===== src/rtl/core_rvfi_sequencer_if.sv =====
// Retire/response/release bundle between writeback, the RVFI sequencer and the
// trace output register.
interface core_rvfi_sequencer_if #(
  parameter int REC_W = 256,
  parameter int XLEN  = 64
);
  logic             i_ret_valid;
  logic             i_ret_ready;
  logic [REC_W-1:0] i_ret_rec;
  logic             i_ret_mem;
  logic             i_mem_rsp_valid;
  logic [XLEN-1:0]  i_mem_rsp_rdata;
  logic             o_valid;
  logic [REC_W-1:0] o_rec;
  logic [XLEN-1:0]  o_mem_rdata;

  modport master (
    output i_ret_valid, i_ret_rec, i_ret_mem, i_mem_rsp_valid, i_mem_rsp_rdata,
    input  i_ret_ready, o_valid, o_rec, o_mem_rdata
  );

  modport slave (
    input  i_ret_valid, i_ret_rec, i_ret_mem, i_mem_rsp_valid, i_mem_rsp_rdata,
    output i_ret_ready, o_valid, o_rec, o_mem_rdata
  );
endinterface


===== src/rtl/core_rvfi_sequencer.sv =====
// In-order RVFI retirement sequencer: holds retired records until their memory
// responses arrive, then releases one per cycle. Option: RVFI_SEQ_DROP_FIRST_EN.
module core_rvfi_sequencer #(
  parameter int DEPTH = 4,
  parameter int REC_W = 256,
  parameter int XLEN  = 64
) (
  input  logic                     g_clk,
  input  logic                     g_resetn,
  core_rvfi_sequencer_if.slave     bus,
  output logic [$clog2(DEPTH):0]   o_count,
  output logic                     o_err
);
  localparam int PW = $clog2(DEPTH);
  localparam int CW = PW + 1;

  logic [REC_W-1:0] rec_q   [DEPTH];
  logic [REC_W-1:0] rec_d   [DEPTH];
  logic [XLEN-1:0]  rdata_q [DEPTH];
  logic [XLEN-1:0]  rdata_d [DEPTH];
  logic [DEPTH-1:0] valid_q, valid_d;
  logic [DEPTH-1:0] needs_mem_q, needs_mem_d;
  logic [DEPTH-1:0] mem_done_q, mem_done_d;
  logic [PW-1:0]    wr_ptr_q, wr_ptr_d;
  logic [PW-1:0]    rd_ptr_q, rd_ptr_d;
  logic [CW-1:0]    count_q, count_d;
  logic             o_valid_q, o_valid_d;
  logic [REC_W-1:0] o_rec_q, o_rec_d;
  logic [XLEN-1:0]  o_mem_rdata_q, o_mem_rdata_d;
  logic             err_q, err_d;
  logic             first_done_q, first_done_d;

  logic             full;
  logic             push;
  logic             pop;
  logic             release_rec;
  logic             rsp_old;
  logic             rsp_new;
  logic             rsp_drop;
  logic [PW-1:0]    mem_ptr;
  logic             mem_pend;
  logic [PW-1:0]    scan_idx;
  logic             scan_hit;

  assign full            = (count_q == CW'(DEPTH));
  assign bus.i_ret_ready = ~full;
  assign bus.o_valid     = o_valid_q;
  assign bus.o_rec       = o_rec_q;
  assign bus.o_mem_rdata = o_mem_rdata_q;
  assign o_count         = count_q;
  assign o_err           = err_q;

  // Oldest queued entry still waiting on a response, scanning from the head.
  always_comb begin
    mem_ptr  = rd_ptr_q;
    mem_pend = 1'b0;
    scan_idx = rd_ptr_q;
    scan_hit = 1'b0;
    for (int i = 0; i < DEPTH; i++) begin
      scan_idx = rd_ptr_q + PW'(i);
      scan_hit = ~mem_pend & valid_q[scan_idx] & needs_mem_q[scan_idx] & ~mem_done_q[scan_idx];
      mem_ptr  = scan_hit ? scan_idx : mem_ptr;
      mem_pend = mem_pend | scan_hit;
    end
  end

  // Push, response binding, pop and release decode.
  always_comb begin
    rec_d         = rec_q;
    rdata_d       = rdata_q;
    valid_d       = valid_q;
    needs_mem_d   = needs_mem_q;
    mem_done_d    = mem_done_q;
    wr_ptr_d      = wr_ptr_q;
    rd_ptr_d      = rd_ptr_q;
    o_valid_d     = 1'b0;
    o_rec_d       = o_rec_q;
    o_mem_rdata_d = o_mem_rdata_q;
    first_done_d  = first_done_q;

    push     = bus.i_ret_valid & ~full;
    pop      = valid_q[rd_ptr_q] & (~needs_mem_q[rd_ptr_q] | mem_done_q[rd_ptr_q]);
    rsp_old  = bus.i_mem_rsp_valid & mem_pend;
    // With nothing older outstanding, a response may bind to the record entering now.
    rsp_new  = bus.i_mem_rsp_valid & ~mem_pend & push & bus.i_ret_mem;
    rsp_drop = bus.i_mem_rsp_valid & ~rsp_old & ~rsp_new;

`ifdef RVFI_SEQ_DROP_FIRST_EN
    release_rec  = pop & first_done_q;
    first_done_d = first_done_q | pop;
`else
    release_rec  = pop;
`endif

    if (push) begin
      rec_d[wr_ptr_q]       = bus.i_ret_rec;
      valid_d[wr_ptr_q]     = 1'b1;
      needs_mem_d[wr_ptr_q] = bus.i_ret_mem;
      mem_done_d[wr_ptr_q]  = rsp_new;
      rdata_d[wr_ptr_q]     = rsp_new ? bus.i_mem_rsp_rdata : {XLEN{1'b0}};
      wr_ptr_d              = wr_ptr_q + {{(PW-1){1'b0}}, 1'b1};
    end else begin
      wr_ptr_d = wr_ptr_q;
    end

    if (rsp_old) begin
      mem_done_d[mem_ptr] = 1'b1;
      rdata_d[mem_ptr]    = bus.i_mem_rsp_rdata;
    end else begin
      mem_done_d[mem_ptr] = mem_done_d[mem_ptr];
    end

    if (pop) begin
      valid_d[rd_ptr_q] = 1'b0;
      rd_ptr_d          = rd_ptr_q + {{(PW-1){1'b0}}, 1'b1};
    end else begin
      rd_ptr_d = rd_ptr_q;
    end

    if (release_rec) begin
      o_valid_d     = 1'b1;
      o_rec_d       = rec_q[rd_ptr_q];
      o_mem_rdata_d = needs_mem_q[rd_ptr_q] ? rdata_q[rd_ptr_q] : {XLEN{1'b0}};
    end else begin
      o_valid_d = 1'b0;
    end

    count_d = count_q + {{PW{1'b0}}, push} - {{PW{1'b0}}, pop};
    err_d   = err_q | rsp_drop | (bus.i_ret_valid & full);
  end

  // Control state and outputs, cleared by the synchronous reset.
  always_ff @(posedge g_clk) begin
    if (!g_resetn) begin
      valid_q       <= {DEPTH{1'b0}};
      needs_mem_q   <= {DEPTH{1'b0}};
      mem_done_q    <= {DEPTH{1'b0}};
      wr_ptr_q      <= {PW{1'b0}};
      rd_ptr_q      <= {PW{1'b0}};
      count_q       <= {CW{1'b0}};
      o_valid_q     <= 1'b0;
      o_rec_q       <= {REC_W{1'b0}};
      o_mem_rdata_q <= {XLEN{1'b0}};
      err_q         <= 1'b0;
      first_done_q  <= 1'b0;
    end else begin
      valid_q       <= valid_d;
      needs_mem_q   <= needs_mem_d;
      mem_done_q    <= mem_done_d;
      wr_ptr_q      <= wr_ptr_d;
      rd_ptr_q      <= rd_ptr_d;
      count_q       <= count_d;
      o_valid_q     <= o_valid_d;
      o_rec_q       <= o_rec_d;
      o_mem_rdata_q <= o_mem_rdata_d;
      err_q         <= err_d;
      first_done_q  <= first_done_d;
    end
  end

  // Payload storage; only meaningful while the matching valid bit is set.
  always_ff @(posedge g_clk) begin
    rec_q   <= rec_d;
    rdata_q <= rdata_d;
  end
endmodule


===== src/flat_wrapper.sv =====
// flat-port wrapper written by rule: the top's interface ports become plain ports
module core_rvfi_sequencer_flat 
#(
  parameter int DEPTH = 4,
  parameter int REC_W = 256,
  parameter int XLEN  = 64
)
  (g_clk, g_resetn, o_count, o_err, bus_i_ret_valid, bus_i_ret_rec, bus_i_ret_mem, bus_i_mem_rsp_valid, bus_i_mem_rsp_rdata, bus_i_ret_ready, bus_o_valid, bus_o_rec, bus_o_mem_rdata);
  core_rvfi_sequencer_if #(.REC_W(REC_W), .XLEN(XLEN)) bus_i ();
  input  logic g_clk;
  input  logic g_resetn;
  output logic [$clog2(DEPTH):0] o_count;
  output logic o_err;
  input wire logic [$bits(bus_i.i_ret_valid)-1:0] bus_i_ret_valid;
  input wire logic [$bits(bus_i.i_ret_rec)-1:0] bus_i_ret_rec;
  input wire logic [$bits(bus_i.i_ret_mem)-1:0] bus_i_ret_mem;
  input wire logic [$bits(bus_i.i_mem_rsp_valid)-1:0] bus_i_mem_rsp_valid;
  input wire logic [$bits(bus_i.i_mem_rsp_rdata)-1:0] bus_i_mem_rsp_rdata;
  output wire logic [$bits(bus_i.i_ret_ready)-1:0] bus_i_ret_ready;
  output wire logic [$bits(bus_i.o_valid)-1:0] bus_o_valid;
  output wire logic [$bits(bus_i.o_rec)-1:0] bus_o_rec;
  output wire logic [$bits(bus_i.o_mem_rdata)-1:0] bus_o_mem_rdata;
  assign bus_i.i_ret_valid = bus_i_ret_valid;
  assign bus_i.i_ret_rec = bus_i_ret_rec;
  assign bus_i.i_ret_mem = bus_i_ret_mem;
  assign bus_i.i_mem_rsp_valid = bus_i_mem_rsp_valid;
  assign bus_i.i_mem_rsp_rdata = bus_i_mem_rsp_rdata;
  assign bus_i_ret_ready = bus_i.i_ret_ready;
  assign bus_o_valid = bus_i.o_valid;
  assign bus_o_rec = bus_i.o_rec;
  assign bus_o_mem_rdata = bus_i.o_mem_rdata;
  core_rvfi_sequencer #(.DEPTH(DEPTH), .REC_W(REC_W), .XLEN(XLEN)) u_core (.g_clk(g_clk), .g_resetn(g_resetn), .bus(bus_i), .o_count(o_count), .o_err(o_err));
endmodule

===== config.mk =====
export PLATFORM = sky130hd
export DESIGN_NAME = core_rvfi_sequencer_flat
export DESIGN_NICKNAME = d
export VERILOG_FILES = /design/src/rtl/core_rvfi_sequencer_if.sv /design/src/rtl/core_rvfi_sequencer.sv /design/src/flat_wrapper.sv
export SDC_FILE = /design/constraint.sdc
export NUM_CORES = 2
export LEC_CHECK = 0
export ABC_CLOCK_PERIOD_IN_PS = 12000
export BUFFER_PORTS_ARGS = -buffer_cell sky130_fd_sc_hd__buf_2
export CAP_MARGIN = 20
export CORE_AREA = 4 4 363 365
export DETAILED_ROUTE_END_ITERATION = 6
export DIE_AREA = 0 0 367 369
export GPL_ROUTABILITY_DRIVEN = 0
export PLACE_DENSITY_LB_ADDON = 0.3
export SYNTH_ARGS = -nofsm -noshare
export SYNTH_HDL_FRONTEND = slang
export SYNTH_SLANG_ARGS = --single-unit
export TNS_END_PERCENT = 50

===== constraint.sdc =====
create_clock -name g_clk -period 12 [get_ports g_clk]
set_input_delay 2.4 -clock g_clk [delete_from_list [all_inputs] [get_ports g_clk]]
set_output_delay 2.4 -clock g_clk [all_outputs]
set_load 0.05 [all_outputs]

==> flow_metrics.tcl <==
set metrics [dict create \
    outcome "finished with violations" \
    violations "design-rule violations" \
    syn-num-nets 3727 \
    fmax_ghz 0.2005 \
    dieArea_mm2 0.1354 \
    clk_path_buf_depth 3 \
    synth.area.top_cells "edfxtp_1 (52%), dfxtp_1 (20%), mux4_2 (12%), a22o_1 (4.8%), nand2_1 (3.3%)" \
    synth_edf_count 1024 \
    cp.arrival_ns 5.67 \
    postPlaceCellArea_mm2 0.06346 \
    async_flop_share_pct 0 \
    layout_common_cells "edfxtp_1 (1024), buf_2 (649), dfxtp_1 (595), nand2_1 (521), mux4_2 (323)" \
    syn_to_final_growth_pct 17.67 \
    mostFrequentLayoutCell "edfxtp_1" \
    drive_above_1_share_pct 31.01 \
    dp_cells 5527 \
    critPathLaunchType "flop" \
    finalSetupViolCount 0 \
    ff_latch_area_mm2 0.04271 \
    end_kind "flop" \
    postCtsSetupRepairBufs 0 \
    first_pass_iters 7 \
    grt_pass1_vias 32730 \
    whs_ns 0.4599 \
    slew_viol_final 0 \
    cts_resized 0 \
    num_rows 132 \
    hold_violations 0 \
    min_period_ns 4.987 \
    r2r-end "u_core.rdata_q[234]" \
    grt_usage_pct 19.94 \
    cp_slowest_cell "dfxtp_4" \
    grt_max_degree 134 \
    skew_ns 0.03698 \
    die_w_um 367 \
    cp_max_fo 46 \
    core_mm2 0.1288 \
    clkTransAtPathRegs_ns 0.06 \
    synth_cell_types 51 \
    place.port_buffers 650 \
    cts_tree "yes" \
    wirelength_um 138100 \
    drt_iter0_drc 2333 \
    n_fill_cell 10330 \
    hold_depth 2 \
    ir_worst_vdd_mv 0.1585 \
    synth.top_cell.area_share_pct 52.36 \
    min_path_type "flop to flop" \
    overflow 0 \
    powerDensity_mw_per_mm2 236.9 \
    numCtsBuffers 163 \
    ant_nets 0 \
    fin_crit_sh_pct 41.56 \
    dp_hpwl_um 80730 \
    reg2reg_depth 11 \
    multiInputGateArea_mm2 0.01496 \
    ctsHoldBuffers 0 \
    via_per_inst 5.522 \
    slew_headroom_pct 29.87 \
    dieHeight_um 369 \
    crit_chain "buf_4 -> inv_1 -> ha_1 -> nand2_1 -> o22ai_1 -> a2111o_1 -> a31o_1 -> nand2_1 -> a32o_2 -> buf_4 -> a22o_1" \
    worstMarginPinSlew_ns 1.052 \
    synth_warnings 0 \
    r2r-start "u_core.rd_ptr_q[0]" \
    reg2reg_slack_ns 7.01 \
    grt_pass1_wl_um 206500 \
    final.setup.worst_slack_ns 7.013 \
    finalNonFillerCells 5866 \
    antenna_found_initial 61 \
    final_nets 4353 \
    wl_per_cell_um 23.54 \
    initial_core_util_pct 45.59 \
    drc 3 \
    ys_ff_latch 1621 \
    synth_top_cell_by_area "edfxtp_1" \
    slowest_delay_ns 0.79 \
    rsz0062_at_grt "false" \
    h-tree-depth 4 \
    post-place-ws_ns 6.381 \
    leakage_uw 0.02440 \
    hold_path_end "u_core.bus.o_rec[167]" \
    avgSynthCellArea_um2 17.32 \
    syn-cell-area_mm2 0.05873 \
    clockRootBuffer "clkbuf_16" \
    critPathKind "flop to flop" \
    syn_inst 3391 \
    clkLatencyLatePin_ns 0.78 \
    clock-sinks 1621 \
    required_ns 12.68 \
    io_pins 651 \
    setup_tns_ns 0 \
    min_from "u_core.bus.o_rec[167]" \
    vias 32390 \
    fin_area_mm2 0.06910 \
    yosysSeqAreaShare_pct 72.71 \
    maxCapViolations 0 \
    synth_ff_type "edfxtp_1" \
]
-- cells by family (layout without fill, tap and decap cells) --
kind of cell	count (synthesis)	count (layout)	share of synthesized area, %
DFF	1621	1621	72.71
AOI/OAI and AO/OA	616	616	8.659
and+or+nand+nor	570	570	3.935
muxes	329	329	12.49
buffers and inverters	240	1006	1.898
adders and majority gates	11	11	0.2471
xor gates and xnor gates	4	4	0.05965
other	0	34	0
-- synth_stat cells, drive strengths merged, types with 6 or more instances --
master  number
a21boi     259
a21oi        7
a22o       320
a31oi        6
and2        10
and3         6
buf         78
clkbuf     154
dfxtp      597
edfxtp    1024
ha          10
inv          8
mux2i        6
mux4       323
nand2      522
nand3b       6
nor2b       11
o21ai        6
-- power breakdown --
group	internal [uW]	total, uW	switching, uW
registers	6930	7360	432
clock network	3050	5160	2110
logic	1470	3860	2380
-- how the worst max path moves through the flow --
stage | startpoint | endpoint | slack [ns] | cells after the start
finish | u_core.rd_ptr_q[0] | u_core.rdata_q[234] | 7.01 | 11
global route | u_core.rd_ptr_q[0] | u_core.rdata_q[230] | 6.65 | 11
CTS | u_core.rd_ptr_q[0] | u_core.rdata_q[234] | 6.95 | 11
detailed placement | bus_i_ret_valid | u_core.rec_q[866] | 6.38 | 5
global placement | bus_i_ret_valid | u_core.rec_q[866] | 6.39 | 5
floorplan | bus_i_ret_valid | u_core.rdata_q[195] | 1.01 | 5
-- layer usage --
| layer | vias up | GRT usage [%] | wire length, um |
|---|---|---|---|
| met5 | - | 0 | 200 |
| li1 | 14490 | - | - |
| met3 | 254 | 5.858 | 10430 |
| met2 | 995 | 32.46 | 67530 |
| met4 | 32 | 6.629 | 3721 |
| met1 | 16630 | 25.81 | 56190 |
-- sequential cells by signal, indices dropped and copies added, names as in the netlist --
register                count
u_core.bus.o_rec          256
u_core.rdata_q            256
u_core.rd_ptr_q             2
u_core.bus.o_mem_rdata     64
u_core.wr_ptr_q             2
u_core.bus.o_valid          1
u_core.o_err                1
u_core.needs_mem_q          4
u_core.mem_done_q           4
u_core.o_count              3
u_core.rec_q             1024
u_core.valid_q              4
-- per-stage QoR --
| step | power, uW | util [%] |
|---|---|---|
| final | 16370 | 53.64 |
| after CTS | 16560 | 53.58 |
| after floorplan | 10410 | - |
| after global placement | 11320 | 49.26 |
| after detailed placement | 11380 | 49.26 |
| after global routing | 17100 | 53.61 |
-- area by class of cell --
cell class	count	share of cell area (%)
Inverter	8	0.05432
Sequential cell	1621	61.80
Antenna cell	34	0.1231
Clock inverter	59	1.137
Tap cell	1675	3.033
Timing Repair Buffer	693	5.296
Multi-Input combinational cell	1530	21.64
Clock buffer	246	6.909
-- worst max-delay path, delay by kind of cell (launching register included) --
kind	cells	cell delay [ns]
AOI/OAI and AO/OA	5	1.60
adders and majority gates	1	0.47
and+or+nand+nor	2	0.31
buffers and inverters	3	1.62
DFF	1	0.79
Note: power is estimated with default switching activity, not from simulation.
